--- config.mk ---
export PLATFORM = sky130hd
export DESIGN_NAME = adc_readout_ctrl
export DESIGN_NICKNAME = d
export VERILOG_FILES = /design/src/rtl/adc_readout_ctrl.sv
export SDC_FILE = /design/constraint.sdc
export NUM_CORES = 1
export LEC_CHECK = 0
export ABC_AREA = 0
export BUFFER_PORTS_ARGS = -buffer_cell sky130_fd_sc_hd__buf_2
export CAP_MARGIN = 30
export CORE_AREA = 2 2 172 174
export DETAILED_ROUTE_END_ITERATION = 16
export DIE_AREA = 0 0 174 176
export GPL_TIMING_DRIVEN = 0
export PLACE_DENSITY_LB_ADDON = 0.25
export SETUP_SLACK_MARGIN = 0.15
export SLEW_MARGIN = 20
export SYNTH_ARGS = -nofsm -noshare
export SYNTH_HDL_FRONTEND = slang
export SYNTH_SLANG_ARGS = --single-unit
--- constraint.sdc ---
create_clock -name clk -period 9.4 [get_ports clk]
set_input_delay 1.88 -clock clk [delete_from_list [all_inputs] [get_ports clk]]
set_output_delay 1.88 -clock clk [all_outputs]
set_load 0.005 [all_outputs]
--- src/rtl/adc_readout_ctrl.sv ---
// ---------------------------------------------------------------------------
// adc_readout_ctrl
//   Control/readout sequencer between N_CHAN ADC deserialiser channels and a
//   32-bit control bus. It holds the run/enable/select registers, drives the
//   per-channel capture enables, and returns FIFO head samples one lane at a
//   time. The FIFO word is popped only after its last lane has been read.
//
// Ports:
//   clk           system clock
//   reset         asynchronous, active-high
//   write_req     bus write strobe (single cycle)
//   read_req      bus read strobe (single cycle)
//   data_write    bus write data
//   data_read     registered bus read data
//   addr          word address, only addr[2:0] decoded
//   busy          high while a bus operation is in progress
//   read_enable   per-channel deserialiser capture enable (chan_en & run)
//   buffer_rdreq  per-channel FIFO pop pulse
//   buffer_empty  per-channel FIFO empty flag
//   buffer_data   show-ahead head words, channel c lane l at
//                 [(c*N_LANE+l)*SAMPLE_W +: SAMPLE_W]
//
// State table:
//   IDLE     | waiting for a bus request
//   REG_ACK  | register access done, busy for one cycle
//   DATA_CHK | validate selected channel, capture lane sample
//   DATA_POP | pop the selected FIFO after its last lane was read
//   ACK      | data read done, return to IDLE
// ---------------------------------------------------------------------------
module adc_readout_ctrl #(
  parameter int N_CHAN   = 8,
  parameter int N_LANE   = 4,
  parameter int SAMPLE_W = 10,
  parameter int ADDR_W   = 26
) (
  input  logic                                clk,
  input  logic                                reset,
  input  logic                                write_req,
  input  logic                                read_req,
  input  logic [31:0]                         data_write,
  output logic [31:0]                         data_read,
  input  logic [ADDR_W-1:0]                   addr,
  output logic                                busy,
  output logic [N_CHAN-1:0]                   read_enable,
  output logic [N_CHAN-1:0]                   buffer_rdreq,
  input  logic [N_CHAN-1:0]                   buffer_empty,
  input  logic [N_CHAN*N_LANE*SAMPLE_W-1:0]   buffer_data
);

  localparam logic [2:0] A_CTRL   = 3'd0;
  localparam logic [2:0] A_CHAN   = 3'd1;
  localparam logic [2:0] A_SEL    = 3'd2;
  localparam logic [2:0] A_STATUS = 3'd3;
  localparam logic [2:0] A_CNT    = 3'd4;
  localparam logic [2:0] A_DATA   = 3'd5;

  typedef enum logic [2:0] {
    IDLE     = 3'd0,
    REG_ACK  = 3'd1,
    DATA_CHK = 3'd2,
    DATA_POP = 3'd3,
    ACK      = 3'd4
  } state_t;

  state_t state, state_next;

  logic              run;
  logic [N_CHAN-1:0] chan_en;
  logic [7:0]        sel_chan;
  logic [3:0]        sel_lane;
  logic [31:0]       sample_cnt;
  logic              err_collide;
  logic              err_overrun;

  logic [2:0]        reg_addr;
  logic [31:0]       reg_rdata;
  logic [255:0]      en_ext;
  logic [255:0]      empty_ext;
  logic              data_valid;
  logic              lane_last;
  logic [SAMPLE_W-1:0] sample_sel;
  logic [15:0]       sample_ext;
  logic [31:0]       data_word;
  logic [N_CHAN-1:0] pop_mask;

  assign reg_addr = addr[2:0];

  // Widening the enable/empty vectors to the full 8-bit select range makes an
  // out-of-range channel look disabled and empty without a separate compare.
  assign en_ext     = 256'(chan_en);
  assign empty_ext  = {{(256-N_CHAN){1'b1}}, buffer_empty};
  assign data_valid = en_ext[sel_chan] & ~empty_ext[sel_chan];
  assign lane_last  = (sel_lane == 4'(N_LANE-1));

  always_comb begin
    sample_sel = '0;
    pop_mask   = '0;
    for (int c = 0; c < N_CHAN; c++) begin
      if (sel_chan == 8'(c)) begin
        pop_mask[c] = 1'b1;
        for (int l = 0; l < N_LANE; l++) begin
          if (sel_lane == 4'(l))
            sample_sel = buffer_data[(c*N_LANE+l)*SAMPLE_W +: SAMPLE_W];
        end
      end
    end
  end

  always_comb begin
    sample_ext = '0;
    sample_ext[SAMPLE_W-1:0] = sample_sel;
  end

  assign data_word = {1'b1, 3'b000, sel_lane, sel_chan, sample_ext};

  always_comb begin
    reg_rdata = '0;
    case (reg_addr)
      A_CTRL:   reg_rdata[0] = run;
      A_CHAN:   reg_rdata[N_CHAN-1:0] = chan_en;
      A_SEL: begin
        reg_rdata[7:0]  = sel_chan;
        reg_rdata[11:8] = sel_lane;
      end
      A_STATUS: begin
        reg_rdata[N_CHAN-1:0] = ~buffer_empty;
        reg_rdata[29]         = err_overrun;
        reg_rdata[30]         = err_collide;
        reg_rdata[31]         = run;
      end
      A_CNT:    reg_rdata = sample_cnt;
      default:  reg_rdata = '0;
    endcase
  end

  // FSM state register
  always_ff @(posedge clk or posedge reset) begin
    if (reset) state <= IDLE;
    else       state <= state_next;
  end

  // FSM next-state logic
  always_comb begin
    state_next = state;
    case (state)
      IDLE: begin
        if (write_req)
          state_next = REG_ACK;
        else if (read_req)
          state_next = (reg_addr == A_DATA) ? DATA_CHK : REG_ACK;
      end
      REG_ACK:  state_next = IDLE;
      DATA_CHK: state_next = (data_valid && lane_last) ? DATA_POP : ACK;
      DATA_POP: state_next = ACK;
      ACK:      state_next = IDLE;
      default:  state_next = IDLE;
    endcase
  end

  // FSM outputs: the pop is decoded straight from the state so a reset that
  // lands before DATA_POP can never produce a stray pulse.
  always_comb begin
    buffer_rdreq = '0;
    if (state == DATA_POP) buffer_rdreq = pop_mask;
  end

  // Registers and datapath
  always_ff @(posedge clk or posedge reset) begin
    if (reset) begin
      data_read   <= '0;
      busy        <= 1'b0;
      read_enable <= '0;
      run         <= 1'b0;
      chan_en     <= '0;
      sel_chan    <= '0;
      sel_lane    <= '0;
      sample_cnt  <= '0;
      err_collide <= 1'b0;
      err_overrun <= 1'b0;
    end else begin
      busy        <= (state_next != IDLE);
      read_enable <= chan_en & {N_CHAN{run}};

      if ((state != IDLE) && (write_req || read_req))
        err_overrun <= 1'b1;

      case (state)
        IDLE: begin
          if (write_req) begin
            case (reg_addr)
              A_CTRL: begin
                run <= data_write[0];
                if (data_write[1]) begin
                  sample_cnt  <= '0;
                  err_collide <= 1'b0;
                  err_overrun <= 1'b0;
                end
              end
              A_CHAN: chan_en <= data_write[N_CHAN-1:0];
              A_SEL: begin
                // Selecting a new channel abandons any partially read word.
                sel_chan <= data_write[7:0];
                sel_lane <= '0;
              end
              default: ;
            endcase
            // Placed after the write so a collision is still recorded even
            // when the same write clears the flags.
            if (read_req) err_collide <= 1'b1;
          end else if (read_req && (reg_addr != A_DATA)) begin
            data_read <= reg_rdata;
          end
        end
        DATA_CHK: begin
          if (data_valid) begin
            data_read <= data_word;
            if (sample_cnt != 32'hFFFF_FFFF)
              sample_cnt <= sample_cnt + 32'd1;
            if (lane_last) sel_lane <= '0;
            else           sel_lane <= sel_lane + 4'd1;
          end else begin
            data_read <= '0;
          end
        end
        default: ;
      endcase
    end
  end

endmodule

After elaboration in Yosys (flattened, before gate mapping)
Index checks and enable logic that the tools add are counted.
{ "word_totals": {"ff_bits": 99, "elab_cells": 151} }
{ "classes": {"n_addsub": 2, "magnitude_cmp": 1, "n_eq_ne": 27, "muxes": 86, "bitwise_logic": 4, "reduce_logical": 20} }
{ "op_table": {"columns": ["op", "n"], "rows": [
  ["10-bit 2-to-1 mux", 40],
  ["32-bit 2-to-1 mux", 8],
  ["32-bit case mux with 2 select lines", 2],
  ["32-bit by 1-bit adder with 32-bit output, second input constant", 1],
  ["8-bit by 3-bit equality test with 1-bit output, second input constant", 4],
  ["32-bit != test, second input constant", 1],
  ["7-bit case mux with 4 select lines", 1],
  ["1-bit 2-to-1 mux", 18],
  ["17-bit 2-to-1 mux", 1],
  ["1-bit binary-select mux with 8-bit select", 2],
  ["8-bit by 2-bit equality test with 1-bit output, second input constant", 2],
  ["4-bit 2-to-1 mux", 4],
  ["4-bit case mux with 2 select lines", 2],
  ["3-bit by 2-bit equality test with 1-bit output, second input constant", 4],
  ["2-bit != test, second input constant", 6],
  ["3-bit AND reduction", 4],
  ["8-bit by 9-bit < comparator with 1-bit output, second input constant", 1],
  ["3-bit 2-to-1 mux", 3],
  ["3-bit case mux with 3 select lines", 1],
  ["8-bit bitwise AND", 1],
  ["4-bit by 2-bit equality test with 1-bit output, second input constant", 2],
  ["8-bit by 1-bit equality test with 1-bit output, second input constant", 1],
  ["8-bit zero test", 1],
  ["8-bit 2-to-1 mux", 1],
  ["other kinds (20)", 29]
]} }

Logic depth before layout (Yosys ltp)
Gate-level depths: netlist of the first run.
{ "depth": {"depth_word": 43, "depth_mapped": 13, "mapped_depth_nobuf": 9} }

Worst setup path after synthesis of the first run
OpenSTA, ideal clock, no wires.
{ "synth_path": {"path_type": "input to register", "start": "in buffer_empty[0]", "end": "reg sample_cnt[24]", "setup_ns": 0.096, "arrival_ns": 3.915, "required_ns": 9.304, "slack_ns": 5.389, "stages": 8, "cell_sequence": "nand2b_1 mux4_2 o32ai_4 nor2_2 or3_4 or3_1 clkbuf_1 o31ai_1"} }
{ "synth_between": {"elab_chain_cells": 6} }
{ "synth_rtl": {"columns": ["element", "line", "text"], "rows": [
  ["start, declared", "46", "input logic [N_CHAN-1:0] buffer_empty,"],
  ["1-bit binary-select mux with 8-bit select", "92", "assign data_valid = en_ext[sel_chan] & ~empty_ext[sel_chan];"],
  ["1-bit 2-to-1 mux (not written as such)", "92", null],
  ["1-bit NOT", "92", null],
  ["1-bit bitwise AND", "92", null],
  ["2-bit != test (no source line)", null, null],
  ["6-bit AND reduction (no source line)", null, null],
  ["end signal, assigned", "218", "sample_cnt <= sample_cnt + 32'd1;"],
  ["end, declared", "71", "logic [31:0] sample_cnt;"]
]} }
Every way passes these cells. The select of a mux whose other input is x is not followed.
A chain may end at the register's enable or synchronous reset.

Worst setup path after layout of the first run
{ "layout_path": {"start": "reg sel_lane[0]", "end": "reg data_read[6]"} }
{ "layout_between": {"elab_chain_cells": 43, "word_cells_on_any_way": 46, "classes_between": "eq/ne: 3; mux: 42; reduce/logical: 1"} }
{ "layout_rtl": {"columns": ["element", "line", "text"], "rows": [
  ["start, declared", "70", "logic [3:0] sel_lane;"],
  ["start signal, assigned", "220", "else sel_lane <= sel_lane + 4'd1;"],
  ["4-bit zero test", "102", "if (sel_lane == 4'(l))"],
  ["10-bit 2-to-1 mux (4 in series)", "102", null],
  ["10-bit 2-to-1 mux", "99", "if (sel_chan == 8'(c)) begin"],
  ["10-bit 2-to-1 mux (4 in series)", "102", null],
  ["10-bit 2-to-1 mux", "99", null],
  ["10-bit 2-to-1 mux (4 in series)", "102", null],
  ["10-bit 2-to-1 mux", "99", null],
  ["10-bit 2-to-1 mux (4 in series)", "102", null],
  ["(+6 left out)", null, null],
  ["10-bit 2-to-1 mux (4 in series)", "102", null],
  ["10-bit 2-to-1 mux", "99", null],
  ["10-bit 2-to-1 mux (4 in series)", "102", null],
  ["10-bit 2-to-1 mux", "99", null],
  ["10-bit 2-to-1 mux (4 in series)", "102", null],
  ["10-bit 2-to-1 mux (*)", "99", null],
  ["32-bit 2-to-1 mux (*)", "215", "if (data_valid) begin"],
  ["32-bit case mux with 2 select lines (*)", "187", "case (state)"],
  ["end signal, assigned", "211", "data_read <= reg_rdata;"],
  ["end signal, assigned", "216", "data_read <= data_word;"],
  ["end, declared", "41", "output logic [31:0] data_read,"]
]} }
Every way passes the cells marked *; elsewhere a longest branch is shown, timed or not.

==> flow_summary.toml, run 1 <==
[pwr]
peakVddDrop_v = 0.000113
leakage_nw = 5.06
powerDensity_nw_per_um2 = 148
power_mw = 1.76

[worst_setup_path]
cp.required_ns = 9.68
cp-start-kind = "flop"
cp-end-kind = "flop"
crit_type = "reg2reg"
path_max_fanout = 10
arrival_ns = 5.42

[layout]
fillerInstances = 3191
fin_nets = 2020
drive_above_1_share = 0.289
layout_commonest_cell = "buf_2"
postLayoutCellArea_um2 = 11900
area_delta_synth_final_pct = 31.8
layout_common_cells = "buf_2, nor2_1, nand2_1, o21ai_0, dfrtp_1"
multi_input_area_um2 = 6080
ff_latch_area_um2 = 2480

[timing]
tightest_slew_ns = 1.04
rsz0062_at_grt = "no"
skew_ns = 0.0134
timing.final.ws_setup_ns = 4.26
fin_hold_ws_ns = 0.463
hold_viol_final = 0
period_minus_slack_ns = 5.14
fmax_mhz = 195
relSlewSlack = 0.305
finalSetupViolations = 0
period_share = 0.547
maxSlewViolCount = 0
tns_ns = 0

[floorplanning]
die_area_um2 = 30600
placementRows = 62
core_area_um2 = 28500
ios = 439
die_h_um = 176
start_util = 0.315
fp.dieW_um = 174

[clock_tree]
root_buffer = "clkbuf_16"
clk-insertion-delay-late_ns = 0.35
cts_hold_buf = 0
clockBufferDepth = 2
cts_tree = "done"
htree_levels = 3
post_cts_resized = 0
clkTransAtPathRegs_ns = 0.08
cts-buffers-inserted = 9
cts_setup_buffers = 0
cts_sinks = 99

[global_route]
grt.total_usage = 0.354
gr-total-overflow = 0
grt_pass1_wl_um = 80400
grt_max_degree = 68
grt_pass1_vias = 12017
antenna_found_initial = 6

[synthesis]
synth.area.top_cells = "dfrtp_1, o21ai_0, a21oi_1"
synth_cell_types = 74
synth_warnings = 0
syn_nets = 1614
synth-seq-cells = 99
yosysTopAreaCell = "dfrtp_1"
ys_seq_area_frac = 0.275
synthArstFlopShare = 1.00
syn_area_um2 = 9000
synth_edf_count = 0
synth.avg_cell_area_um2 = 7.38
syn_inst = 1219
synth_top_area_frac = 0.275
yosys_most_used_dff = "dfrtp_1"

[detailed_routing]
wl_per_cell_um = 27.7
drtIter0Drc = 1582
vias_per_cell = 6.19
vias = 12498
wirelength_um = 55900
firstDrtPassIters = 6
drc = 0
drtAntennaViolNets = 0

[run]
drv_cap = 0

[place]
port_buffers = 390
postPlaceCellArea_um2 = 11500
place.gp.congestion = 1.02
hpwl_um = 45200
pre_cts_slack_ns = 4.66

[hold_path]
holdCritPathClass = "reg2reg"

[outcome]
status = "finished clean"
cells in the mapped netlist, types with 13 or more instances:
cell,instances
a221o_1,19
o21ai_0,110
o31ai_1,20
nand2_1,126
a21oi_1,98
o22ai_1,30
or3_1,14
nor4_1,13
o211ai_1,13
mux2_2,17
a31oi_1,20
nor2_1,129
nor3_1,26
clkbuf_1,96
nand4_1,14
and2_1,16
xnor2_1,17
a22oi_1,30
inv_1,15
dfrtp_1,99
nand3_1,41
nand2b_1,20
a221oi_1,26
cell type report:
| type | count | share of cell area |
|---|---|---|
| antenna | 6 | 0.00127 |
| inverter | 18 | 0.00612 |
| sequential | 99 | 0.209 |
| clock inverter | 7 | 0.00792 |
| clock buffer | 9 | 0.0190 |
| buffer | 109 | 0.0348 |
| multi-input combinational | 993 | 0.513 |
| timing repair buffer | 395 | 0.169 |
| tap | 384 | 0.0405 |
path summary, 6_finish.rpt:
check                         startpoint             end  slack [ns]  cells after the start
min                        data_read[21]   data_read[21]        0.46                      2
max in group asynchronous          reset    data_read[2]        7.25                      3
max                          sel_lane[0]    data_read[6]        4.26                     12
min in group asynchronous          reset  read_enable[2]        1.50                      2
min reg2reg                data_read[21]   data_read[21]        0.46                      2
max reg2reg                  sel_lane[0]    data_read[6]        4.26                     12
sequential cells by signal, indices dropped and copies added (netlist names), 3 cells and up:
register / cells
data_read: 32
sample_cnt: 32
chan_en: 8
read_enable: 8
sel_chan: 8
sel_lane: 4
state: 3
power by group:
part | leakage, nW | switching, mW | internal, mW | total [mW]
sequential | 1.30 | 0.0474 | 0.483 | 0.530
clock | 0.153 | 0.183 | 0.214 | 0.397
combinational | 3.61 | 0.533 | 0.296 | 0.829
total | 5.06 | 0.763 | 0.993 | 1.76
critical path: stages, from the launching register on:
cell and delay (ns):
dfrtp_1 0.49, inv_1 0.12, ha_1 0.14, clkbuf_1 0.32, clkbuf_1 0.50, clkbuf_1 0.73
clkbuf_1 0.74, a31oi_1 0.33, o21ai_0 0.27, a21oi_1 0.06, o41ai_1 0.95, o2111ai_1 0.22
a21oi_1 0.19
layer usage:
metal	routed length, µm	track usage	part of all wire
met1	23800	0.499	0.43
met2	23700	0.532	0.42
met3	6480	0.0807	0.12
met4	1950	0.124	0.035
met5	0	0	0
metrics by stage:
step,cells,util
3_3_place_gp,1993,0.400
6_report,2020,0.415
2_1_floorplan,1219,-
4_1_cts,2013,0.414
5_1_grt,2019,0.415
3_5_place_dp,1997,0.403
cell families after synthesis:
kind of cell             share of synthesized area
AO/OA/AOI/OAI                                0.353
multiplexers                                0.0296
buffers and inverters                       0.0534
XOR/XNOR                                    0.0175
flip-flops                                   0.275
AND/OR/NAND/NOR                              0.264
adder cells (fa/ha/maj)                    0.00695
Note: power is estimated with default switching activity, not from simulation.
==> run 2, diff against run 1 <==
--- a/config.mk
+++ b/config.mk
@@ -8,9 +8,9 @@
 export ABC_AREA = 0
 export BUFFER_PORTS_ARGS = -buffer_cell sky130_fd_sc_hd__buf_2
 export CAP_MARGIN = 30
-export CORE_AREA = 2 2 172 174
+export CORE_AREA = 2 2 171 173
 export DETAILED_ROUTE_END_ITERATION = 16
-export DIE_AREA = 0 0 174 176
+export DIE_AREA = 0 0 173 175
 export GPL_TIMING_DRIVEN = 0
 export PLACE_DENSITY_LB_ADDON = 0.25
 export SETUP_SLACK_MARGIN = 0.15
==> constraint.sdc (replaced) <==
create_clock -name clk -period 4.46 [get_ports clk]
set_input_delay 0.892 -clock clk [delete_from_list [all_inputs] [get_ports clk]]
set_output_delay 0.892 -clock clk [all_outputs]
set_load 0.005 [all_outputs]
==> run 2 against run 1 <==
Effect of this change:
- non-clock buffer count is 5 higher
- flip-flop and latch count stayed put
- total power is 110% higher
- sequential share of layout area hardly changed
- clock-buffer cell count stayed put
- via count is 0.21% higher
- clock power is 97% higher
- hold slack better by 0.016 ns
- routed wire length is 1.1% higher
- critical endpoint is now data_read[9]
- largest power group unchanged
==> flow_summary.toml, run 2 (same netlist as run 1, synthesis figures left out) <==
[outcome]
status = "finished clean"

[global_route]
grt_pass1_vias = 12073
antenna_found_initial = 3
grt_pass1_wl_um = 81300
grt_max_degree = 52
grt.total_usage = 0.361
gr-total-overflow = 0

[floorplanning]
ios = 439
start_util = 0.317
die_area_um2 = 30300
die_h_um = 175
fp.dieW_um = 173
core_area_um2 = 28400
placementRows = 62

[layout]
fin_nets = 2025
top_regs = "data_read: 32 flops, sample_cnt: 32 flops"
postLayoutCellArea_um2 = 11900
layout_common_cells = "buf_2, nor2_1, nand2_1, o21ai_0, dfrtp_1"
post-route-util = 0.418
area_delta_synth_final_pct = 31.9
fillerInstances = 3133
layout_commonest_cell = "buf_2"
stdcell_count = 2021
drive_above_1_share = 0.296

[worst_setup_path]
cp-start-kind = "flop"
reg2regPathDepth = 10
rrSetupSlack_ns = 0.20
crit_type = "reg2reg"
cp_slowest_cell = "clkbuf_1"
arrival_ns = 4.54
cp.required_ns = 4.74
regToRegEndpoint = "data_read[9]"
crit_chain = "ha_1, clkbuf_1, or3b_2, clkbuf_1, buf_1, clkbuf_1, o211ai_1, a22oi_1, nand3_1, a21oi_1"
cp_common_cell = "clkbuf_1"
startpoint = "sel_lane[1]"
cp-end-kind = "flop"
reg2reg_from = "sel_lane[1]"
crit_end = "data_read[9]"
cp_slowest_stage_delay_ns = 0.76
path_max_fanout = 11

[place]
postPlaceCellArea_um2 = 11500
hpwl_um = 45300
pre_cts_slack_ns = -0.333
port_buffers = 390
dp_cells = 2002
place.gp.congestion = 1.02

[clock_tree]
cts_tree = "done"
htree_levels = 3
root_buffer = "clkbuf_16"
clockBufferDepth = 2
cts_sinks = 99
clkTransAtPathRegs_ns = 0.08
cts-buffers-inserted = 9
clk-insertion-delay-late_ns = 0.37
cts_setup_buffers = 0

[detailed_routing]
drc = 0
firstDrtPassIters = 6
wl_per_cell_um = 28.0
vias_per_cell = 6.20
drtAntennaViolNets = 0
vias = 12524
wirelength_um = 56500
drtIter0Drc = 1518

[pwr]
seqPwrFrac = 0.304
power_mw = 3.68
p_sw_mw = 1.63
powerDensity_nw_per_um2 = 310
swShare = 0.444
leakage_nw = 5.12
combPwrFrac = 0.483
p_int_mw = 2.04
clock_power_share = 0.213
peakVddDrop_v = 0.000206

[timing]
fmax_mhz = 235
maxSlewViolCount = 0
finalSetupViolations = 0
hold_viol_final = 0
relSlewSlack = 0.288
skew_ns = 0.0178
period_minus_slack_ns = 4.26
rsz0062_at_grt = "yes"
tns_ns = 0
period_share = 0.955
timing.final.ws_setup_ns = 0.199
tightest_slew_ns = 1.06
fin_hold_ws_ns = 0.478

[hold_path]
holdCritPathClass = "reg2reg"

[run]
drv_cap = 0
## run 2: changes by cell type in the layout (fill, tap and decap cells not counted), sizes merged
cell | before | now
diode | 6 | 2
clkbuf | 105 | 106
clkinv | 5 | 6
bufinv | 1 | 0
buf | 408 | 412
## run 2: power by group through the flow
stage / Clock, mW / Combinational [mW] / Sequential (mW)
floorplan: 0 / 0.913 / 1.11
global placement: 0 / 1.67 / 1.13
detailed placement: 0 / 1.70 / 1.13
CTS: 0.789 / 1.71 / 1.11
global route: 0.820 / 1.86 / 1.13
finish: 0.783 / 1.78 / 1.12
## run 2: how the worst min path moves through the flow
stage,start,to,slack (ns),cells after the start
after floorplan,data_read[12],data_read[12],0.46,2
after detailed placement,data_read[14],data_read[14],0.47,2
after global placement,data_read[20],data_read[20],0.45,2
final,data_read[23],data_read[23],0.48,2
after CTS,data_read[14],data_read[14],0.48,2
after global routing,data_read[23],data_read[23],0.50,2
## run 2: worst max-delay path: cells and delay by family (launching register included)
family	cells	cell delay (ns)
adder cells (fa/ha/maj)	1	0.24
flip-flops	1	0.51
buffers and inverters	4	2.16
AO/OA/AOI/OAI	3	0.75
AND/OR/NAND/NOR	2	0.51
## run 2: layout make-up
| cell class | instances | area (µm²) | share of cell area |
|---|---|---|---|
| Inverter | 18 | 72.6 | 0.00611 |
| Clock buffer | 9 | 225 | 0.0190 |
| Sequential cell | 99 | 2480 | 0.209 |
| Multi-Input combinational cell | 993 | 6080 | 0.513 |
| Clock inverter | 7 | 58.8 | 0.00495 |
| Timing Repair Buffer | 401 | 2050 | 0.173 |
| Buffer | 108 | 417 | 0.0351 |
| Tap cell | 384 | 480 | 0.0405 |
| Antenna cell | 2 | 5.00 | 0.000422 |
## run 2: repair_timing
item / CTS / global route
resized for setup: 5 / 5
hold buffers: 0 / 0
endpoints found under the setup margin: 5 / 2
## run 2: routing by layer
layer  routed length [µm]  part of all wire  vias up  GRT usage
met5                    7           0.00012        -          0
met3                 6010              0.11      175     0.0892
met1                23100              0.41     6033      0.473
met4                 2700             0.048        2      0.162
li1                     -                 -     5459          -
met2                24700              0.44      855      0.562
==> run 3, diff against run 2 <==
--- a/config.mk
+++ b/config.mk
@@ -13,7 +13,7 @@
 export DIE_AREA = 0 0 173 175
 export GPL_TIMING_DRIVEN = 0
 export PLACE_DENSITY_LB_ADDON = 0.25
-export SETUP_SLACK_MARGIN = 0.15
+export SETUP_SLACK_MARGIN = 0.2
 export SLEW_MARGIN = 20
 export SYNTH_ARGS = -nofsm -noshare
 export SYNTH_HDL_FRONTEND = slang
==> run 3 against run 2 <==
Effect of this change:
- non-clock buffer count unchanged
- global-route usage unchanged
- critical endpoint unchanged
- largest cell class unchanged
- highest routed layer unchanged
- hold slack about the same
==> flow_summary.toml, run 3 (same netlist as run 1, synthesis figures left out) <==
[timing]
hold_viol_final = 0
period_minus_slack_ns = 4.31
maxSlewViolCount = 0
fin_hold_ws_ns = 0.478
tns_ns = 0
relSlewSlack = 0.288
fmax_mhz = 232
period_share = 0.967
rsz0062_at_grt = "yes"
finalSetupViolations = 0
skew_ns = 0.0170
tightest_slew_ns = 1.06

[hold_path]
holdPathStages = 2
holdCritPathClass = "reg2reg"

[clock_tree]
htree_levels = 3
cts_tree = "done"
cts_hold_buf = 0
clkTransAtPathRegs_ns = 0.08
cts_sinks = 99
clk-insertion-delay-late_ns = 0.37
clockBufferDepth = 2
cts-buffers-inserted = 9
root_buffer = "clkbuf_16"

[global_route]
grt_max_degree = 52
grt_pass1_wl_um = 81300
grt_pass1_vias = 12073
grt.total_usage = 0.361
antenna_found_initial = 3
gr-total-overflow = 0

[layout]
postLayoutCellArea_um2 = 11900
area_delta_synth_final_pct = 31.9
top_regs = "data_read: 32 flops, sample_cnt: 32 flops"
fin_nets = 2025
drive_above_1_share = 0.297
stdcell_count = 2021
layout_common_cells = "buf_2, nor2_1, nand2_1, o21ai_0, dfrtp_1"
layout_commonest_cell = "buf_2"

[floorplanning]
fp.dieW_um = 173
core_area_um2 = 28400
placementRows = 62
die_h_um = 175
ios = 439
die_area_um2 = 30300
start_util = 0.317

[worst_setup_path]
path_buf_inv = 4
critPathTopFamily = "buffers and inverters"
arrival_ns = 4.59
cp.required_ns = 4.74
crit_type = "reg2reg"
crit_chain = "ha_1, clkbuf_1, or3b_2, clkbuf_1, buf_1, clkbuf_1, o211ai_1, a22oi_1, nand3_1, a21oi_1"
cp-end-kind = "flop"
cp_slowest_cell = "clkbuf_1"
cp_common_cell = "clkbuf_1"
cp_slowest_stage_delay_ns = 0.79
path_max_fanout = 11
cp-start-kind = "flop"
cp.depth = 10
reg2regPathDepth = 10

[pwr]
powerDensity_nw_per_um2 = 310
leakage_nw = 5.12
peakVddDrop_v = 0.000207

[place]
postPlaceCellArea_um2 = 11500
place.gp.congestion = 1.02
dp_cells = 2002
hpwl_um = 45300
port_buffers = 390

[detailed_routing]
vias = 12554
drtAntennaViolNets = 0
firstDrtPassIters = 6
drc = 0
drtIter0Drc = 1527
vias_per_cell = 6.21
wirelength_um = 56600
wl_per_cell_um = 28.0

[run]
drv_cap = 0

[outcome]
status = "finished clean"
## run 3: layer usage
layer | track usage | share of wire | routed length, µm | up-vias
met5 | 0 | 0.00012 | 7 | -
met4 | 0.162 | 0.046 | 2610 | 2
met3 | 0.0892 | 0.11 | 6000 | 155
met2 | 0.562 | 0.44 | 24800 | 849
met1 | 0.473 | 0.41 | 23200 | 6080
li1 | - | - | - | 5468
## run 3: report_power, final
group	leakage, nW	internal (mW)	switching (mW)
clock	0.138	0.388	0.391
combinational	3.69	0.640	1.14
sequential	1.30	1.02	0.0990
## run 3: layout make-up
cell class	count	area (µm²)
antenna	2	5.00
buffer	108	418
clock buffer	9	225
clock inverter	7	58.8
fill	3133	16500
inverter	18	72.6
multi-input combinational	993	6080
sequential	99	2480
tap	384	480
timing repair buffer	401	2050
## run 3: worst paths after layout
path	start	to	slack (ns)
worst max register to register	sel_lane[0]	data_read[9]	0.15
max in group asynchronous	reset	sel_chan[4]	3.28
worst min register to register	data_read[23]	data_read[23]	0.48
worst max-delay path	sel_lane[0]	data_read[9]	0.15
min in group asynchronous	reset	data_read[20]	0.55
worst min-delay path	data_read[23]	data_read[23]	0.48
## run 3: timing repair
item	in CTS	in global routing
setup endpoints to repair	6	5
gates resized for setup	5	6
setup buffers	0	0
gates cloned	0	0
## run 3: worst min-delay path: cells and delay by family (launching register included)
kind          cells  cell delay, ns
simple gates      2            0.10
flops             1            0.35
## run 3: metrics by stage
step	power, mW	utilization	worst slack (ns)
final	3.67	0.418	0.148
after global placement	2.80	0.403	-0.376
after floorplan	2.02	-	0.978
after CTS	3.61	0.417	0.232
after global routing	3.82	0.418	0.140
after detailed placement	2.83	0.407	-0.333
